==> src/rtl/obf_seqctrl.sv <==
// Obfuscating sequence controller: expands each fetched instruction into a
// run of generator sub-instructions (or passes it through) toward decode.
module obf_seqctrl #(
  parameter int OBF_PPC_WIDTH = 3,
  parameter int OBF_KEY_WIDTH = 2
) (
  input  logic                     clk,
  input  logic                     rst,
  input  logic [31:0]              if_insn,
  input  logic                     if_valid,
  output logic                     if_ready,
  input  logic                     flush,
  input  logic                     obf_en,
  input  logic                     key_we,
  input  logic [OBF_KEY_WIDTH-1:0] key_i,
  output logic [31:0]              gen_ref_insn,
  output logic [OBF_PPC_WIDTH-1:0] gen_ppc,
  output logic [OBF_KEY_WIDTH-1:0] gen_key,
  input  logic [31:0]              gen_insn,
  input  logic                     gen_last,
  input  logic                     gen_skip,
  output logic [31:0]              id_insn,
  output logic                     id_valid,
  input  logic                     id_ready,
  output logic                     id_first,
  output logic                     id_skip,
  output logic                     busy,
  output logic                     seq_err
);

  typedef enum logic {IDLE, EXPAND} state_e;

  localparam logic [OBF_PPC_WIDTH-1:0] PPC_MAX = '1;
  localparam logic [OBF_PPC_WIDTH-1:0] PPC_ONE = OBF_PPC_WIDTH'(1);

  state_e                     state_q;
  logic [OBF_PPC_WIDTH-1:0]   ppc_q;
  logic [31:0]                ref_q;
  logic                       en_q;
  logic [OBF_KEY_WIDTH-1:0]   key_q;
  logic [OBF_KEY_WIDTH-1:0]   key_pend_q;
  logic                       pend_q;
  logic [31:0]                id_insn_q;
  logic                       id_valid_q;
  logic                       id_first_q;
  logic                       id_skip_q;
  logic                       busy_q;
  logic                       seq_err_q;

  logic slot_free;
  logic accept;
  logic ppc_max;
  logic seq_end;

  always_comb begin
    slot_free = !id_valid_q || id_ready;
    if_ready  = !rst && (state_q == IDLE) && slot_free && !pend_q && !flush;
    accept    = if_valid && if_ready;
    ppc_max   = (ppc_q == PPC_MAX);
    seq_end   = !en_q || gen_last || ppc_max;
  end

  always_ff @(posedge clk) begin
    if (rst) begin
      state_q    <= IDLE;
      ppc_q      <= '0;
      ref_q      <= '0;
      en_q       <= 1'b0;
      key_q      <= '0;
      key_pend_q <= '0;
      pend_q     <= 1'b0;
      id_insn_q  <= '0;
      id_valid_q <= 1'b0;
      id_first_q <= 1'b0;
      id_skip_q  <= 1'b0;
      busy_q     <= 1'b0;
      seq_err_q  <= 1'b0;
    end else begin
      if (id_valid_q && id_ready) begin
        id_valid_q <= 1'b0;
      end

      // Key writes that would disturb a live sequence are parked until IDLE.
      if (!flush) begin
        if (key_we && (state_q == EXPAND || accept)) begin
          key_pend_q <= key_i;
          pend_q     <= 1'b1;
        end else if (state_q == IDLE) begin
          if (key_we) begin
            key_q  <= key_i;
            pend_q <= 1'b0;
          end else if (pend_q) begin
            key_q  <= key_pend_q;
            pend_q <= 1'b0;
          end
        end
      end

      if (flush) begin
        state_q    <= IDLE;
        ppc_q      <= '0;
        busy_q     <= 1'b0;
        id_valid_q <= 1'b0;
      end else begin
        case (state_q)
          IDLE: begin
            if (accept) begin
              ref_q   <= if_insn;
              en_q    <= obf_en;
              ppc_q   <= '0;
              busy_q  <= 1'b1;
              state_q <= EXPAND;
            end
          end
          EXPAND: begin
            if (slot_free) begin
              id_insn_q  <= en_q ? gen_insn : ref_q;
              id_skip_q  <= en_q ? gen_skip : 1'b0;
              id_first_q <= (ppc_q == '0);
              id_valid_q <= 1'b1;
              if (seq_end) begin
                state_q <= IDLE;
                ppc_q   <= '0;
                busy_q  <= 1'b0;
                if (en_q && !gen_last && ppc_max) begin
                  seq_err_q <= 1'b1;
                end
                // Expose the parked key on the first IDLE cycle; pend_q stays
                // set through that cycle so no new sequence starts with it.
                if (key_we) begin
                  key_q <= key_i;
                end else if (pend_q) begin
                  key_q <= key_pend_q;
                end
              end else begin
                ppc_q <= ppc_q + PPC_ONE;
              end
            end
          end
          default: state_q <= IDLE;
        endcase
      end
    end
  end

  assign gen_ref_insn = ref_q;
  assign gen_ppc      = ppc_q;
  assign gen_key      = key_q;
  assign id_insn      = id_insn_q;
  assign id_valid     = id_valid_q;
  assign id_first     = id_first_q;
  assign id_skip      = id_skip_q;
  assign busy         = busy_q;
  assign seq_err      = seq_err_q;

endmodule
==> config.mk <==
export PLATFORM = sky130hd
export DESIGN_NAME = obf_seqctrl
export DESIGN_NICKNAME = d
export VERILOG_FILES = /design/src/rtl/obf_seqctrl.sv
export SDC_FILE = /design/constraint.sdc
export NUM_CORES = 1
export LEC_CHECK = 0
export BUFFER_PORTS_ARGS = -buffer_cell sky130_fd_sc_hd__buf_2
export CAP_MARGIN = 20
export CORE_UTILIZATION = 35
export CTS_BUF_LIST = sky130_fd_sc_hd__clkbuf_8
export DETAILED_ROUTE_END_ITERATION = 12
export GPL_TIMING_DRIVEN = 0
export PLACE_DENSITY = 0.65
export SLEW_MARGIN = 20
export SYNTH_ARGS = -nofsm -noshare
export SYNTH_HDL_FRONTEND = slang
export SYNTH_SLANG_ARGS = --single-unit
export TNS_END_PERCENT = 50
==> constraint.sdc <==
create_clock -name clk -period 1.5 [get_ports clk]
set_clock_uncertainty 0.1 [all_clocks]
set_input_delay 0.15 -clock clk [delete_from_list [all_inputs] [get_ports clk]]
set_output_delay 0.15 -clock clk [all_outputs]
set_load 0.03 [all_outputs]
# --- Word level (Yosys, flattened, before mapping) ---
# Index checks and enable logic that the tools add are counted.
# W data, S select, Z words.
word_totals:
  regBits: 79
  inputBits: 75
  output_inout_bits: 75
  elab_cells: 79
classes:
  n_addsub: 1
  n_eq_ne: 5
  muxes: 30
  bitwise_logic: 2
  n_reduce_logical: 28
op_table:
  columns: ["operator", "n"]
  rows:
  - ["$mux W32", 1]
  - ["$mux W2", 11]
  - ["$mux W1", 12]
  - ["$logic_and A1 B1 Y1", 9]
  - ["$mux W3", 3]
  - ["$reduce_and A3 Y1", 3]
  - ["$logic_not A1 Y1", 6]
  - ["$ne A2 B1 Y1 const B", 3]
  - ["$pmux W3 S2", 1]
  - ["$reduce_and A2 Y1", 3]
  - ["$reduce_and A5 Y1", 1]
  - ["$logic_or A1 B1 Y1", 4]
  - ["$pmux W1 S2", 2]
  - ["$add A3 B1 Y3 const B", 1]
  - ["$eq A3 B3 Y1 const B", 1]
  - ["$logic_not A3 Y1", 1]
  - ["$ne A2 B2 Y1 const B", 1]
  - ["$not A1 Y1", 2]
  - ["$reduce_or A2 Y1", 1]

# --- Depth between registers and ports, before layout ---
logic_depth:
  word_depth: 16
  mapped_depth: 7
  mapped_depth_nobuf: 6

# --- Worst setup path before layout ---
# No wires, ideal clock.
synth_timing:
  path_type: "register to register"
  start: "register ppc_q[0] (netlist: gen_ppc[0])"
  end: "register key_q[0] (netlist: gen_key[0])"
  setup_ns: 0.092
  t_arrival_ns: 1.593
  required_time_ns: 1.308
  slack_ns: -0.285
  path_stages_with_launch: 7
  n_path_buf: 0
  period_less_slack_ns: 1.785
  cell_sequence: "dfxtp_1 > ha_1 > ha_1 > nor3b_2 > o21ai_0 > and3_4 > o32ai_1"
synth_between:
  elab_chain_len: 6
synth_lines:
  columns: ["element", "line", "text"]
  rows:
  - ["start, declared", "37", "logic [OBF_PPC_WIDTH-1:0] ppc_q;"]
  - ["start signal, assigned", "136", "ppc_q <= ppc_q + PPC_ONE;"]
  - ["$eq A3 B3 Y1", "59", "ppc_max = (ppc_q == PPC_MAX);"]
  - ["$logic_or A1 B1 Y1", "60", "seq_end = !en_q || gen_last || ppc_max;"]
  - ["$mux W2", "121", "if (seq_end) begin"]
  - ["$mux W2", "116", "if (slot_free) begin"]
  - ["$mux W2", "105", "case (state_q)"]
  - ["$mux W2", "99", "if (flush) begin"]
  - ["end signal, assigned", "93", "key_q <= key_pend_q;"]
  - ["end signal, assigned", "131", "key_q <= key_i;"]
  - ["end signal, assigned", "133", "key_q <= key_pend_q;"]
  - ["end, declared", "40", "logic [OBF_KEY_WIDTH-1:0] key_q;"]
# No other way between the ends.
# A chain may end at the register's enable or synchronous reset.

# --- Worst setup path after layout ---
layout_timing:
  start: "register pend_q"
  end: "output if_ready"
layout_between:
  elab_chain_len: 3
layout_lines:
  columns: ["element", "line", "text"]
  rows:
  - ["start, declared", "42", "logic pend_q;"]
  - ["start signal, assigned", "71", "pend_q <= 1'b0;"]
  - ["start signal, assigned", "87", "pend_q <= 1'b1;"]
  - ["start signal, assigned", "91", "pend_q <= 1'b0;"]
  - ["$logic_not A1 Y1", "57", "if_ready = !rst && (state_q == IDLE) && slot_free && !pend_q && !flush;"]
  - ["$logic_and A1 B1 Y1 (2 in series)", "57", null]
  - ["end, declared", "11", "output logic if_ready,"]
# No other way between the ends.

==> flow_summary.toml <==
[run_status]
outcome = "finished, violations left"
violations = "DRC, setup timing"

[synthesis]
ys_types = 30
synth_compound_area_share_pct = 15.65
synth.area.top_cells = "dfxtp_1 (49%), mux2i_1 (10%), nand2_1 (8.0%)"
synth-xor-area-share_pct = 0
synth-seq-area-share_pct = 48.62
synth_nets = 450
synth.avg_cell_area_um2 = 8.745
synth_top_family_by_area = "simple AND/OR/NAND/NOR gates"
synth_area_um2 = 3253
synthMuxAreaShare_pct = 10.46
yosysTopAreaCell = "dfxtp_1"
synth_edf_count = 0
netlist_instances = 372
synth.top_cell.area_share_pct = 48.62
synthAdderAreaFrac_pct = 1.154
synth-simple-area-share_pct = 18.92
ys.flop_type = "dfxtp_1"
synth_warnings = 0
async_reset_ff_share_pct = 0
ys_ff_latch = 79

[clock_tree]
htree_levels = 3
worstSkewPairLatency_ps = 340
clock-sinks = 79
ctsRootBufferMaster = "clkbuf_8"
cts_tree = "yes"
clkSlewWorstSetupHoldPaths_ps = 80
clockBufferDepth = 2
cts_buffers = 9

[route]
drcViolationCount = 3
via_per_inst = 4.975
ant_nets = 0
num_vias = 3438
dr.pass1.iters = 11
drt_iter0_markers = 101
wl_mm = 10.32
avgRoutedWirePerCell_um = 14.93

[final_layout]
fin_area_um2 = 5062
ff_latch_area_um2 = 1598
final_util_pct = 57.21
filler_cell_count = 829
multiInputGateArea_um2 = 1675
antenna_cells = 0
area_growth_syn_to_layout_pct = 55.62
drive_above_1_share_pct = 40.82
final_cells = 691
fin_nets = 656

[power]
power_density_nw_per_um2 = 836.3
leakagePower_nw = 2.084
ir_worst_vdd_mv = 0.4190

[timing]
slew-limit-headroom_pct = 56.85
max_freq_mhz = 640.3
hold_violations = 0
rsz0062_at_grt = "true"
fin_crit_ps = 1562
tightest_slew_ps = 647.2
fin_ws_ps = -61.74
period_share_pct = 104.1
setup_viol = 11
drv_slew = 0

[placement]
pre_cts_ws_ps = -392.4
placed_cell_area_um2 = 4200
dp_cells = 629
gp_congestion = 0.7547
dp_hpwl_mm = 7.087
portBuffers = 149

[worst_setup_path]
path_class = "register to primary output"
ff2ff_path_depth = 4
worst_path_max_delay_cell = "dfxtp_4"
critPathRequiredTime_ps = 1250
crit_chain = "nor4_4, and2_4, buf_6"
reg2reg_slack_ps = -60
crit_family = "simple AND/OR/NAND/NOR gates"
cp.arrival_ps = 1310
critPathMaxFanout = 4
path_buf_inv = 1
critPathLaunchType = "register"
cpPeakStageDelay_ps = 370
cp-end-kind = "primary output"
crit_cells = 3

[floorplanning]
die_height_um = 98.41
io_pins = 150
rows = 34
die_area_um2 = 9685
start_util_pct = 36.76
core-area_um2 = 8848
fp.dieW_um = 98.41

[global_routing]
antenna_found_initial = 0
top_usage_layer = "met2"
met1_usage_pct = 25.04
grt_overflow_total = 0
grt_use_met3_pct = 3.617
grt_usage_pct = 20.84
grt_pass1_vias = 3326
grt_first_pass_wirelength_mm = 15.87
grt_max_degree = 13
met2_usage_pct = 36.84

[run]
max_cap_violations = 0

[worst_hold_path]
hold_class = "primary input to register"
holdPathStages = 3
[Yosys cell counts, types with 2 or more instances]
cell type,instances
clkbuf_1,11
mux2i_1,34
nand3_1,5
o32ai_1,2
a21oi_1,43
o21ai_0,4
nor2_1,39
nor3_1,3
ha_1,3
nand2_1,69
a211oi_1,32
nand2b_1,5
buf_4,4
buf_2,15
dfxtp_1,79
inv_1,6
nor2b_1,2
nand3b_1,2
nand4_1,3
[metrics by stage]
stage | TNS [ps] | hold WS, ps | total power (W)
finish | -246.6 | 49.23 | 0.004234
global route | -2038 | 51.18 | 0.004426
CTS | -234.5 | 33.44 | 0.004223
detailed placement | -18420 | 298.5 | 0.002708
global placement | -16850 | 291.2 | 0.002696
floorplan | -553.4 | 186.0 | 0.002496
[routing by layer]
metal	share of wire (%)	wire, µm
met1	43	4400
met2	51	5258
met3	5.0	517
met4	1.4	144
met5	0	0
[what timing repair did]
item | in CTS | in global routing
setup endpoints to repair | 76 | 64
pin swaps | 3 | 3
gates resized for setup | 32 | 37
hold buffers | 36 | 0
hold endpoints to repair | 37 | 0
buffers inserted | 6 | 5
cloned | 1 | 0
[worst register-to-register path, delay by kind of cell, from the launching register on]
| kind | cells | cell delay (ps) |
|---|---|---|
| simple gates | 3 | 820 |
| flops | 1 | 370 |
| compound gates | 1 | 180 |
[logic make-up after synthesis]
group                      after synthesis
DFF                                     79
and+or+nand+nor                        137
muxes                                   34
adders and majority gates                3
AOI/OAI and AO/OA                       83
buffers and inverters                   36
[report_power, final]
part | switching [W] | leakage, nW | internal (W)
sequential | 0.0000322 | 0.643 | 0.00214
combinational | 0.000333 | 1.34 | 0.000291
clock | 0.000764 | 0.102 | 0.000677
total | 0.00113 | 2.08 | 0.00310
[final cells by class]
cell class / instances / share of cell area [%]
Sequential cell: 79 / 31.56
Buffer: 28 / 4.622
Clock inverter: 5 / 0.4696
Clock buffer: 11 / 2.991
Inverter: 6 / 0.4449
Multi-Input combinational cell: 257 / 33.09
Timing Repair Buffer: 197 / 24.15
Tap cell: 108 / 2.669
[path summary, 6_finish.rpt]
kind | start | end
min reg2reg | gen_ref_insn[8]$_SDFFE_PP0P_ | gen_ref_insn[8]$_SDFFE_PP0P_
max | pend_q$_SDFFE_PP0P_ | if_ready
max reg2reg | pend_q$_SDFFE_PP0P_ | gen_key[0]$_SDFF_PP0_
min | gen_insn[20] | id_insn[20]$_SDFFE_PP0P_
[state kept, by name (all words and copies together) (netlist names)]
register and flops:
gen_ref_insn 32, id_insn 32, gen_ppc 3, gen_key 2
key_pend_q 2, busy 1, en_q 1, id_first 1
id_skip 1, id_valid 1, pend_q 1, seq_err 1
state_q 1
[layout by cell type, fill, tap and decap left out, types with 6 or more instances in the layout]
cell type,n
a211oi_1,26
a211oi_2,6
a21oi_1,27
a21oi_2,16
buf_2,148
buf_4,12
buf_6,13
clkbuf_1,9
clkbuf_8,11
dfxtp_1,74
dlygate4sd3_1,36
inv_1,7
mux2i_1,34
nand2_1,68
nor2_1,39
Note: power is estimated with default switching activity, not from simulation.
